--- src/rtl/pong_pkg.sv ---
// rtl/pong_pkg.sv - shared state and overlay encodings for the pong game controller
package pong_pkg;

  typedef enum logic [1:0] {
    ST_NEWGAME = 2'b00,
    ST_PLAY    = 2'b01,
    ST_NEWBALL = 2'b10,
    ST_OVER    = 2'b11
  } state_e;

  localparam logic [1:0] TXT_LOGO    = 2'b00;
  localparam logic [1:0] TXT_SCORE   = 2'b01;
  localparam logic [1:0] TXT_NEWBALL = 2'b10;
  localparam logic [1:0] TXT_OVER    = 2'b11;

endpackage

--- src/rtl/pong_game_ctrl_if.sv ---
// rtl/pong_game_ctrl_if.sv - player/timer inputs and display outputs of the game controller
interface pong_game_ctrl_if;
  logic [1:0] btn;
  logic       hit;
  logic       miss;
  logic       timer_up;
  logic       timer_start;
  logic       graph_still;
  logic [1:0] text_sel;
  logic [3:0] dig1;
  logic [3:0] dig0;
  logic [1:0] balls_left;

  // master drives the game events, slave is the controller
  modport master (
    output btn, hit, miss, timer_up,
    input  timer_start, graph_still, text_sel, dig1, dig0, balls_left
  );

  modport slave (
    input  btn, hit, miss, timer_up,
    output timer_start, graph_still, text_sel, dig1, dig0, balls_left
  );
endinterface

--- src/rtl/pong_bcd_counter.sv ---
// rtl/pong_bcd_counter.sv - two-digit BCD score counter, 99 wraps to 00; carry0 flags units wrap
module pong_bcd_counter (
  input  logic       clk,
  input  logic       reset,
  input  logic       inc,
  input  logic       clr,
  output logic [3:0] dig1,
  output logic [3:0] dig0,
  output logic       carry0
);

  logic [3:0] dig1_q, dig1_d;
  logic [3:0] dig0_q, dig0_d;

  assign carry0 = inc && !clr && (dig0_q == 4'd9);

  always_comb begin
    dig1_d = dig1_q;
    dig0_d = dig0_q;
    if (clr) begin
      dig1_d = 4'd0;
      dig0_d = 4'd0;
    end else if (inc) begin
      if (dig0_q == 4'd9) begin
        dig0_d = 4'd0;
        dig1_d = (dig1_q == 4'd9) ? 4'd0 : dig1_q + 4'd1;
      end else begin
        dig0_d = dig0_q + 4'd1;
      end
    end
  end

  always_ff @(posedge clk or posedge reset) begin
    if (reset) begin
      dig1_q <= 4'd0;
      dig0_q <= 4'd0;
    end else begin
      dig1_q <= dig1_d;
      dig0_q <= dig0_d;
    end
  end

  assign dig1 = dig1_q;
  assign dig0 = dig0_q;

endmodule

--- src/rtl/pong_game_ctrl.sv ---
// rtl/pong_game_ctrl.sv - pong game flow FSM, score and ball bookkeeping
// PONG_EXTRA_BALL_EN: award a ball each time the score units digit wraps 9->0
module pong_game_ctrl
  import pong_pkg::*;
#(
  parameter int NUM_BALLS = 3
) (
  input logic          clk,
  input logic          reset,
  pong_game_ctrl_if.slave gif
);

  localparam logic [1:0] BALLS_INIT = 2'(NUM_BALLS);
  localparam logic [1:0] BALLS_MAX  = 2'(NUM_BALLS - 1);

  state_e     state_q, state_d;
  logic [1:0] balls_q, balls_d;
  logic       btn_any, in_play, score_inc, score_clr, score_carry;

  assign btn_any   = |gif.btn;
  assign in_play   = (state_q == ST_PLAY);
  // a miss wins over a simultaneous hit
  assign score_inc = in_play && gif.hit && !gif.miss;
  assign score_clr = (state_q == ST_NEWGAME) && btn_any;

  pong_bcd_counter u_score (
    .clk    (clk),
    .reset  (reset),
    .inc    (score_inc),
    .clr    (score_clr),
    .dig1   (gif.dig1),
    .dig0   (gif.dig0),
    .carry0 (score_carry)
  );

  always_comb begin
    state_d = state_q;
    balls_d = balls_q;
    case (state_q)
      ST_NEWGAME: begin
        if (btn_any) begin
          state_d = ST_PLAY;
          balls_d = BALLS_MAX;
        end
      end
      ST_PLAY: begin
        if (gif.miss) begin
          if (balls_q == 2'd0) begin
            state_d = ST_OVER;
          end else begin
            state_d = ST_NEWBALL;
            balls_d = balls_q - 2'd1;
          end
        end
`ifdef PONG_EXTRA_BALL_EN
        else if (score_carry && (balls_q < BALLS_MAX)) begin
          balls_d = balls_q + 2'd1;
        end
`endif
      end
      // the button only counts once the serve delay has elapsed
      ST_NEWBALL: begin
        if (gif.timer_up && btn_any) state_d = ST_PLAY;
      end
      ST_OVER: begin
        if (gif.timer_up) state_d = ST_NEWGAME;
      end
      default: state_d = ST_NEWGAME;
    endcase
  end

`ifndef PONG_EXTRA_BALL_EN
  logic carry_unused;
  assign carry_unused = score_carry;
`endif

  always_ff @(posedge clk or posedge reset) begin
    if (reset) begin
      state_q <= ST_NEWGAME;
      balls_q <= BALLS_INIT;
    end else begin
      state_q <= state_d;
      balls_q <= balls_d;
    end
  end

  assign gif.timer_start = in_play && gif.miss;
  assign gif.graph_still = !in_play;
  assign gif.balls_left  = balls_q;

  always_comb begin
    gif.text_sel = TXT_LOGO;
    case (state_q)
      ST_NEWGAME: gif.text_sel = TXT_LOGO;
      ST_PLAY:    gif.text_sel = TXT_SCORE;
      ST_NEWBALL: gif.text_sel = TXT_NEWBALL;
      ST_OVER:    gif.text_sel = TXT_OVER;
      default:    gif.text_sel = TXT_LOGO;
    endcase
  end

endmodule
--- src/flat_wrapper.sv ---
// flat-port wrapper written by rule: the top's interface ports become plain ports
module pong_game_ctrl_flat import pong_pkg::*;
#(
  parameter int NUM_BALLS = 3
)
  (clk, reset, gif_btn, gif_hit, gif_miss, gif_timer_up, gif_timer_start, gif_graph_still, gif_text_sel, gif_dig1, gif_dig0, gif_balls_left);
  pong_game_ctrl_if gif_i ();
  input logic clk;
  input logic reset;
  input wire logic [$bits(gif_i.btn)-1:0] gif_btn;
  input wire logic [$bits(gif_i.hit)-1:0] gif_hit;
  input wire logic [$bits(gif_i.miss)-1:0] gif_miss;
  input wire logic [$bits(gif_i.timer_up)-1:0] gif_timer_up;
  output wire logic [$bits(gif_i.timer_start)-1:0] gif_timer_start;
  output wire logic [$bits(gif_i.graph_still)-1:0] gif_graph_still;
  output wire logic [$bits(gif_i.text_sel)-1:0] gif_text_sel;
  output wire logic [$bits(gif_i.dig1)-1:0] gif_dig1;
  output wire logic [$bits(gif_i.dig0)-1:0] gif_dig0;
  output wire logic [$bits(gif_i.balls_left)-1:0] gif_balls_left;
  assign gif_i.btn = gif_btn;
  assign gif_i.hit = gif_hit;
  assign gif_i.miss = gif_miss;
  assign gif_i.timer_up = gif_timer_up;
  assign gif_timer_start = gif_i.timer_start;
  assign gif_graph_still = gif_i.graph_still;
  assign gif_text_sel = gif_i.text_sel;
  assign gif_dig1 = gif_i.dig1;
  assign gif_dig0 = gif_i.dig0;
  assign gif_balls_left = gif_i.balls_left;
  pong_game_ctrl #(.NUM_BALLS(NUM_BALLS)) u_core (.clk(clk), .reset(reset), .gif(gif_i));
endmodule
--- config.mk ---
export PLATFORM = sky130hd
export DESIGN_NAME = pong_game_ctrl_flat
export DESIGN_NICKNAME = d
export VERILOG_FILES = /design/src/rtl/pong_pkg.sv /design/src/rtl/pong_game_ctrl_if.sv /design/src/rtl/pong_bcd_counter.sv /design/src/rtl/pong_game_ctrl.sv /design/src/flat_wrapper.sv
export SDC_FILE = /design/constraint.sdc
export NUM_CORES = 1
export LEC_CHECK = 0
export CAP_MARGIN = 20
export CORE_MARGIN = 4
export CORE_UTILIZATION = 46
export CTS_CLUSTER_SIZE = 14
export DETAILED_ROUTE_END_ITERATION = 16
export PLACE_DENSITY = 0.74
export SETUP_SLACK_MARGIN = 0.02
export SKIP_CTS_REPAIR_TIMING = 1
export SLEW_MARGIN = 20
export SYNTH_ARGS = -nofsm -noshare
export SYNTH_HDL_FRONTEND = slang
export SYNTH_SLANG_ARGS = --single-unit
--- constraint.sdc ---
create_clock -name clk -period 1.7 [get_ports clk]
set_input_delay 0.34 -clock clk [delete_from_list [all_inputs] [get_ports clk]]
set_output_delay 0.34 -clock clk [all_outputs]
set_load 0.01 [all_outputs]
[Word-level counts from Yosys, hierarchy flattened]
Index checks and enable logic that the tools add are counted.
Operators by class
  eq/ne operators: 10
  muxes and demuxes: 18
  reduce and logical (&&, ||, !) cells: 16
  add/subtract/negate cells: 3
Operators with widths (number)
  4-bit two-way mux: 7
  2-bit case mux with 4 select lines: 2
  2-bit two-way mux: 7
  4-bit by 1-bit adder with 4-bit output (second input constant): 2
  4-bit equality test (second input constant): 2
  4-bit AND reduction: 2
  2-bit inequality test (second input constant): 3
  2-bit nonzero test: 3
  1-bit logical AND: 5
  2-bit equality test (second input constant): 2
  2-bit logical NOT: 2
  2-bit by 1-bit inequality test with 1-bit output (second input constant): 2
  2-bit case mux with 2 select lines: 1
  2-bit by 1-bit equality test with 1-bit output (second input constant): 1
  1-bit logical NOT: 2
  2-bit AND reduction: 1
  2-bit OR reduction: 1
  2-bit by 1-bit subtractor with 2-bit output (second input constant): 1
  1-bit two-way mux: 1
Word-level totals
  input bits: 7
  flip-flop bits (word level): 12
  output and inout bits: 14

[Longest topological paths before layout]
Gate-level depths: netlist of run 1.
  word-level depth: 5
  depth in mapped cells: 5

[Hierarchy]
Synthesis of run 1 repeated with hierarchy kept, for this count alone.
Unflattened totals
  cell total of the unflattened synthesis: 85
  area total of the unflattened synthesis: 774.5 sq um
By module, submodules not included
  pong_bcd_counter: area each 500.5 sq um, cells each 53, times used 1
  pong_game_ctrl: area each 274.0 sq um, cells each 32, times used 1

[Worst setup path before layout of run 1]
No wires, ideal clock.
  kind: reg2reg
  start: register u_core.balls_q[0], in the netlist u_core.gif.balls_left[0]
  end: register u_core.balls_q[1], in the netlist u_core.gif.balls_left[1]
  clock period less this slack: 1530 ps
  required time: 1623 ps
  cell stages (with the launch flop): 6
  arrival: 1452 ps
  library setup time: 77 ps
  slack: 170 ps
  cell sequence: dfstp_2 -> inv_1 -> ha_1 -> or3b_1 -> a2bb2oi_1 -> o21a_1
On the way
  cells in the longest elaborated chain, start to end: 4
  elaborated cells on any way between the ends: 7
  classes of those cells: 1 x add/sub; 1 x eq/ne; 3 x mux; 2 x reduce/logical
Ends and longest elaborated chain
  start, declared: line pong_game_ctrl.sv:17  | logic [1:0] balls_q, balls_d;
  start signal, assigned: line pong_game_ctrl.sv:83  | balls_q <= balls_d;
  2-bit by 1-bit subtractor with 2-bit output: line pong_game_ctrl.sv:52  | balls_d = balls_q - 2'd1;
  2-bit two-way mux: line pong_game_ctrl.sv:48  | if (balls_q == 2'd0) begin
  2-bit two-way mux: line pong_game_ctrl.sv:47  | if (gif.miss) begin
  2-bit case mux with 2 select lines: line pong_game_ctrl.sv:39  | case (state_q)
Several ways; a longest one is shown, not always the timed one. The select of a mux whose other input is x is not followed.
A chain may end at the register's enable or synchronous reset.

[Worst setup path after layout of run 1]
  start: register u_core.u_score.dig0_q[0], in the netlist u_core.u_score.dig0[0]
  end: output gif_dig0[0]
RTL lines
  start, declared: line pong_bcd_counter.sv:13  | logic [3:0] dig0_q, dig0_d;
  start signal, assigned: line pong_bcd_counter.sv:39  | dig0_q <= dig0_d;
  end, declared: line flat_wrapper.sv:18  | output wire logic [$bits(gif_i.dig0)-1:0] gif_dig0;
No word-level cell between the ends.

==> impl_results.md, run 1 <==
- Outcome: complete, no violations
- CP arrival: around 1300 ps
- FF-to-FF path depth: 5
- Yosys reg bits: 12
- Ant. Diodes: 0
- Ys Warns: 0
- Worst slew margin: 0.687
- CP Launch Point: u_core.u_score.dig0[0]
- DP Cell Count: ~120
- Fin nets: around 120
- Cells after synthesis: 83
- Internal reg-to-reg setup slack: approximately 90 ps
- Fillers: approximately 130
- Buf+Inv Stages, Crit Path: 1
- Synth-to-layout area growth: 40.9%
- Fmax: between 600 and 700 MHz
- Vias after detailed routing: between 600 and 700
- Root Buffer: clkbuf_4
- Startpoint types: flip-flop
- Synth Area in Compound Gates: 0.169
- Synth unique cells: 33
- Wire length of the first global-routing pass: around 3100 um
- Die ar.: 2380 sq um
- Final hold vios: 0
- Reg2reg end: u_core.gif.balls_left[1]
- # DRC: 0
- Top delay family on crit path: buffers and inverters
- Rows: 14
- Main synth FF type: dfrtp_1
- Pwr dens: 1170 nW/um^2
- Worst Max-Slew Pin Slew: 469 ps
- Hold Worst Slack: 369 ps
- CTS Buf Count: 3
- Clk sink count: 12
- Post-route ant nets: 0
- Final instance area: about 1100 sq um
- Mux share of post-synthesis cell area: 0.0147
- Min-Delay Path Class: input pin to async pin
- Critical path depth: 1
- Drt pass-1 iters: 4
- CTS clk-pin slew, worst paths: ~80 ps
- Post-Synth Simple-Gate Area: 0.265
- Finished Layout Cells: 126
- Final RePlAce weighted congestion: 0.788
- Post-placement cell area: between 1000 and 1500 sq um
- Max-cap violations: 0
- Final worst-path cycle share: 0.965
- Gr usage total: 0.164
- Num ports: 21
- FFs w/ async S/R, synth: 1.00
- Final Max Tran Viols: 0
- Max clock buf depth: 2
- Critical Path Fanout Max: 6
- H-tree depth: 1
- DR vias/cell: approximately 5.5
- GRT overflow: 0
- Min cycle time layout: ~1600 ps
- Setup TNS: 0 ps
- Final setup viols: 0
- Mapped Nets: 95
- Crit-path cells: clkdlybuf4s50_1
- Die W: 48.8 um
- Die Y: ~49 um
- RSZ-0062 raised after global routing: false
- CTS tree: built
- Crit Path Class: flip-flop to primary output
- Critical Path RT: 1360 ps
- Slowest cell on the critical path: clkdlybuf4s50_1
- Largest net degree at the start of global routing: 13
- Initial antenna violation count: 0
- Mapped Area: ~760 sq um
- Share of layout cells above drive strength 1: 0.173
- Worst setup path endpoint: gif_dig0[0]
- LEAKAGE: about 0.00053 uW
- CP endpoint kind: primary output
- Starting density of the core: 0.496
- Routed WL per cell: 14.3 um
- Clk_skew: about 8 ps
- Worst VDD drop: 0.000891 V
- Vias in the first global route: roughly 700
- Largest family of logic cells by synthesized area: simple AND/OR/NAND/NOR gates
- Adder-cell area share of the yosys netlist: 0.0818
- Final wirelength: about 1800 um
- Critical R2R Launch: u_core.gif.balls_left[0]
- Initial DRC count: 17
- Largest stage delay, worst path: 580 ps
- Seq/Total Area, Yosys: 0.396
- Syn Area/Cell: 9.21 sq um
- Core area: roughly 1500 sq um
- Post-synth EDFFs: 0
- Post-Synth XOR/XNOR Area: 0
- Clk_lat worst skew: 280 ps
- Port Buffers: 20
- DP Wirelength: 1380 um
## cell families after synthesis
family                   after synthesis
AND/OR/NAND/NOR                       32
AO/OA/AOI/OAI                         19
buffers and inverters                 14
flip-flops                            12
adder cells (fa/ha/maj)                5
multiplexers                           1
## metal layers
layer,part of all wire,GRT usage
met5,0,0
met4,0.014,0.0942
met3,0.053,0.0460
met2,0.47,0.233
met1,0.47,0.221
## where the power goes
part | total, uW | internal (uW) | switching, uW
Sequential | 422 | 359 | 63.0
Clock | 232 | 130 | 101
Combinational | 605 | 315 | 290
Total | 1260 | 805 | 454
## worst reg2reg max path, delay by kind of cell, from the launching register on
family,cells,cell delay (ps)
fa+ha+maj,1,220
flops,1,570
simple gates,1,390
buf+inv,1,60
compound gates,2,310
## synthesized netlist by cell type (all sizes together) (2+ instances only)
library cell	instances	share of area
a21oi	4	0.026
nand3	3	0.020
o21ai	4	0.026
inv	9	0.044
nor4	2	0.016
dfrtp	10	0.33
buf	3	0.020
nand2	6	0.029
clkbuf	2	0.0098
dfstp	2	0.069
nor4b	3	0.034
nor2	2	0.0098
ha	5	0.082
and3	2	0.016
a31o	4	0.046
and3b	2	0.023
or3	4	0.033
nor3	2	0.013
## final cells by class
class | count | area (sq um) | share of cell area
sequential | 12 | 304 | 0.282
multi-input combinational | 57 | 410 | 0.381
timing repair buffer | 28 | 273 | 0.253
clock buffer | 4 | 36.3 | 0.0337
inverter | 9 | 33.8 | 0.0314
tap | 16 | 20.0 | 0.0186
## cells in the final DEF, fill, tap and decap left out, types with 3 or more instances in the layout
cell             Yosys  final
nor4b_1              3      3
buf_4                0      8
dfrtp_1             10      9
nand3_1              3      3
clkbuf_4             0      3
or3_1                4      4
ha_1                 5      5
o21ai_0              4      4
nand2_1              6      6
clkdlybuf4s50_1      0     15
inv_1                9      9
a21oi_1              4      4
dlymetal6s2s_1       0      5
a31o_1               3      3
## through the flow
stage	setup WS, ps	utilization	total power (uW)
detailed placement	-235	0.663	1040
CTS	-175	0.687	1270
global placement	-166	0.663	1020
global route	27.2	0.699	1360
floorplan	170	-	753
finish	60.1	0.699	1260
## sequential cells by signal, indices dropped and copies added (netlist names)
signal,flops
u_core.u_score.dig0,4
u_core.state_q,2
u_core.gif.balls_left,2
u_core.u_score.dig1,4
## how the worst min path moves through the flow
stage	slack, ps	endpoint	from
floorplan	200	u_core.state_q[0]	reset
global placement	520	u_core.gif.balls_left[0]	u_core.gif.balls_left[0]
detailed placement	520	u_core.gif.balls_left[0]	u_core.gif.balls_left[0]
CTS	380	u_core.u_score.dig0[0]	reset
global route	410	u_core.u_score.dig0[0]	reset
finish	370	u_core.u_score.dig0[1]	reset
No activity file was read; power rests on OpenSTA's default activity.
==> run 2, diff against run 1 <==
- CTS_CLUSTER_SIZE: 14 -> 40
==> results of run 2 <==
Same layout as run 1: the final DEF is identical, and so are final timing and power.
==> run 3, diff against run 2 <==
- CORE_UTILIZATION: 46 -> 40
- PLACE_DENSITY: 0.74 -> 0.65
==> run 3 against run 2 <==
Worst setup slack gained 32 ps. Sequential share of layout area shrank 0.19 points. Combinational power grew 2%. Core utilization shrank 7.9 points. Total power shrank 3.0%. Global-route usage shrank 0.90 points. Critical path depth is the same. Sequential cell count is the same.
==> impl_results.md, run 3 (synthesis gave the netlist of run 1 again) <==
- Drt pass-1 iters: 4 (unchanged)
- Final worst-path cycle share: 0.946 (-0.0189)
- Final hold vios: 0 (unchanged)
- CP endpoint kind: primary output
- DP Wirelength: 1300 um (-6.1%)
- Pwr dens: 1120 nW/um^2 (-4.4%)
- Hold Worst Slack: 370 ps (+0.950 ps)
- Fmax: 622 MHz (+2.0%)
- Commonest non-fill, non-tap cell in the layout: clkdlybuf4s50_1
- Min-Delay Path Class: input pin to async pin
- Vias after detailed routing: 721 (+3.1%)
- # DRC: 0 (unchanged)
- Num ports: 21 (unchanged)
- Worst slew margin: 0.686 (-0.000807)
- Worst Max-Slew Pin Slew: 470 ps (+1.21 ps)
- Min cycle time layout: 1610 ps (-32.2 ps)
- Max clock buf depth: 2 (unchanged)
- Fin nets: 125 (+1.6%)
- Initial DRC count: 21 (+4)
- Root Buffer: clkbuf_4
- Die W: 51.7 um (+6.0%)
- Final Max Tran Viols: 0 (unchanged)
- Top delay family on crit path: buffers and inverters
- Worst VDD drop: 0.000601 V (-33%)
- Initial antenna violation count: 0 (unchanged)
- Final wirelength: 1720 um (-4.2%)
- Slowest cell on the critical path: clkdlybuf4s50_1
- Startpoint types: flip-flop
- Largest net degree at the start of global routing: 13 (unchanged)
- CTS clk-pin slew, worst paths: 80 ps (about the same)
- Final setup viols: 0 (unchanged)
- Starting density of the core: 0.433 (-0.0626)
- Clk_lat worst skew: 280 ps (about the same)
- Most frequent cells in the layout: clkdlybuf4s50_1 (14), buf_4 (10), inv_1 (9), dfrtp_1 (7)
- CP arrival: 1270 ps (-30 ps)
- Post-route ant nets: 0 (unchanged)
- Crit-path cells: clkdlybuf4s50_1
- Die ar.: 2670 sq um (+12%)
- Outcome: complete, no violations
- Final RePlAce weighted congestion: 0.779 (-1.1%)
- Core area: 1760 sq um (+14%)
- CTS tree: built
- Vias in the first global route: 689 (-0.14%)
- Synth-to-layout area growth: 43.0%
- Largest stage delay, worst path: 560 ps (-20 ps)
- RSZ-0062 raised after global routing: false
- LEAKAGE: 0.000536 uW (+1.4%)
- Ant. Diodes: 0 (unchanged)
- Die Y: 51.7 um (+6.0%)
- Gr usage total: 0.155 (-0.00900)
- Rows: 15 (+1)
- CTS Buf Count: 3 (unchanged)
- Critical Path Fanout Max: 6 (unchanged)
- Share of layout cells above drive strength 1: 0.188 (+0.0148)
- Clk_skew: 5.16 ps (-2.90 ps)
- Buf+Inv Stages, Crit Path: 1 (unchanged)
- Fillers: 179 (+43%)
- Critical Path RT: 1360 ps (about the same)
- H-tree depth: 1 (unchanged)
- Setup TNS: 0 ps (unchanged)
- Crit Path Class: flip-flop to primary output
- DR vias/cell: 5.26 (-5.1%)
- Clk sink count: 12 (unchanged)
- Max-cap violations: 0 (unchanged)
- Routed WL per cell: 12.6 um (-12%)
- Wire length of the first global-routing pass: 3020 um (-2.0%)
- Port Buffers: 20 (unchanged)
- GRT overflow: 0 (unchanged)
[run 3: cell types whose count changed in the layout (fill, tap and decap cells not counted), sizes merged]
cell           delta
dlymetal6s2s      +1
clkdlybuf4s50     -1
buf               +2
[run 3: layer usage]
metal  wire (um)  track usage  vias up
li1            -            -      361
met1         849        0.210      326
met2         737        0.225       30
met3         106       0.0372        4
met4          27       0.0873        0
met5           0            0        -
[run 3: final timing paths]
| kind | from | endpoint | slack [ps] | cells after the start |
|---|---|---|---|---|
| worst min-delay path | reset | u_core.u_score.dig1[2] | 370 | 2 |
| worst max-delay path | u_core.u_score.dig0[0] | gif_dig0[0] | 90 | 1 |
| min in group clk | u_core.gif.balls_left[0] | u_core.gif.balls_left[0] | 540 | 2 |
| worst min register to register | u_core.gif.balls_left[0] | u_core.gif.balls_left[0] | 540 | 2 |
| max in group asynchronous | reset | u_core.state_q[0] | 980 | 2 |
| worst max register to register | u_core.gif.balls_left[0] | u_core.gif.balls_left[1] | 110 | 5 |
[run 3: metrics by stage]
stage | area (sq um) | setup slack (ps) | util | std cells | power (uW)
after floorplan | 764 | 170 | - | 83 | 753
after global placement | 1040 | -178 | 0.590 | 132 | 1030
after detailed placement | 1040 | -192 | 0.590 | 132 | 1030
after CTS | 1070 | -198 | 0.605 | 136 | 1240
after global routing | 1090 | 22.7 | 0.620 | 137 | 1320
final | 1090 | 92.3 | 0.620 | 137 | 1220
[run 3: layout make-up]
| type | count | area, sq um | area share |
|---|---|---|---|
| flip-flops and latches | 12 | 307 | 0.280 |
| inverters | 9 | 33.8 | 0.0309 |
| repair buffers | 30 | 290 | 0.265 |
| well taps | 25 | 31.3 | 0.0286 |
| multi-input cells | 57 | 405 | 0.371 |
| clock buffers | 4 | 26.3 | 0.0240 |
[run 3: where the power goes]
| group | internal (uW) | total, uW | switching (uW) |
|---|---|---|---|
| logic | 325 | 618 | 293 |
| clock network | 91.0 | 196 | 104 |
| registers | 359 | 408 | 48.4 |
| total | 775 | 1220 | 446 |
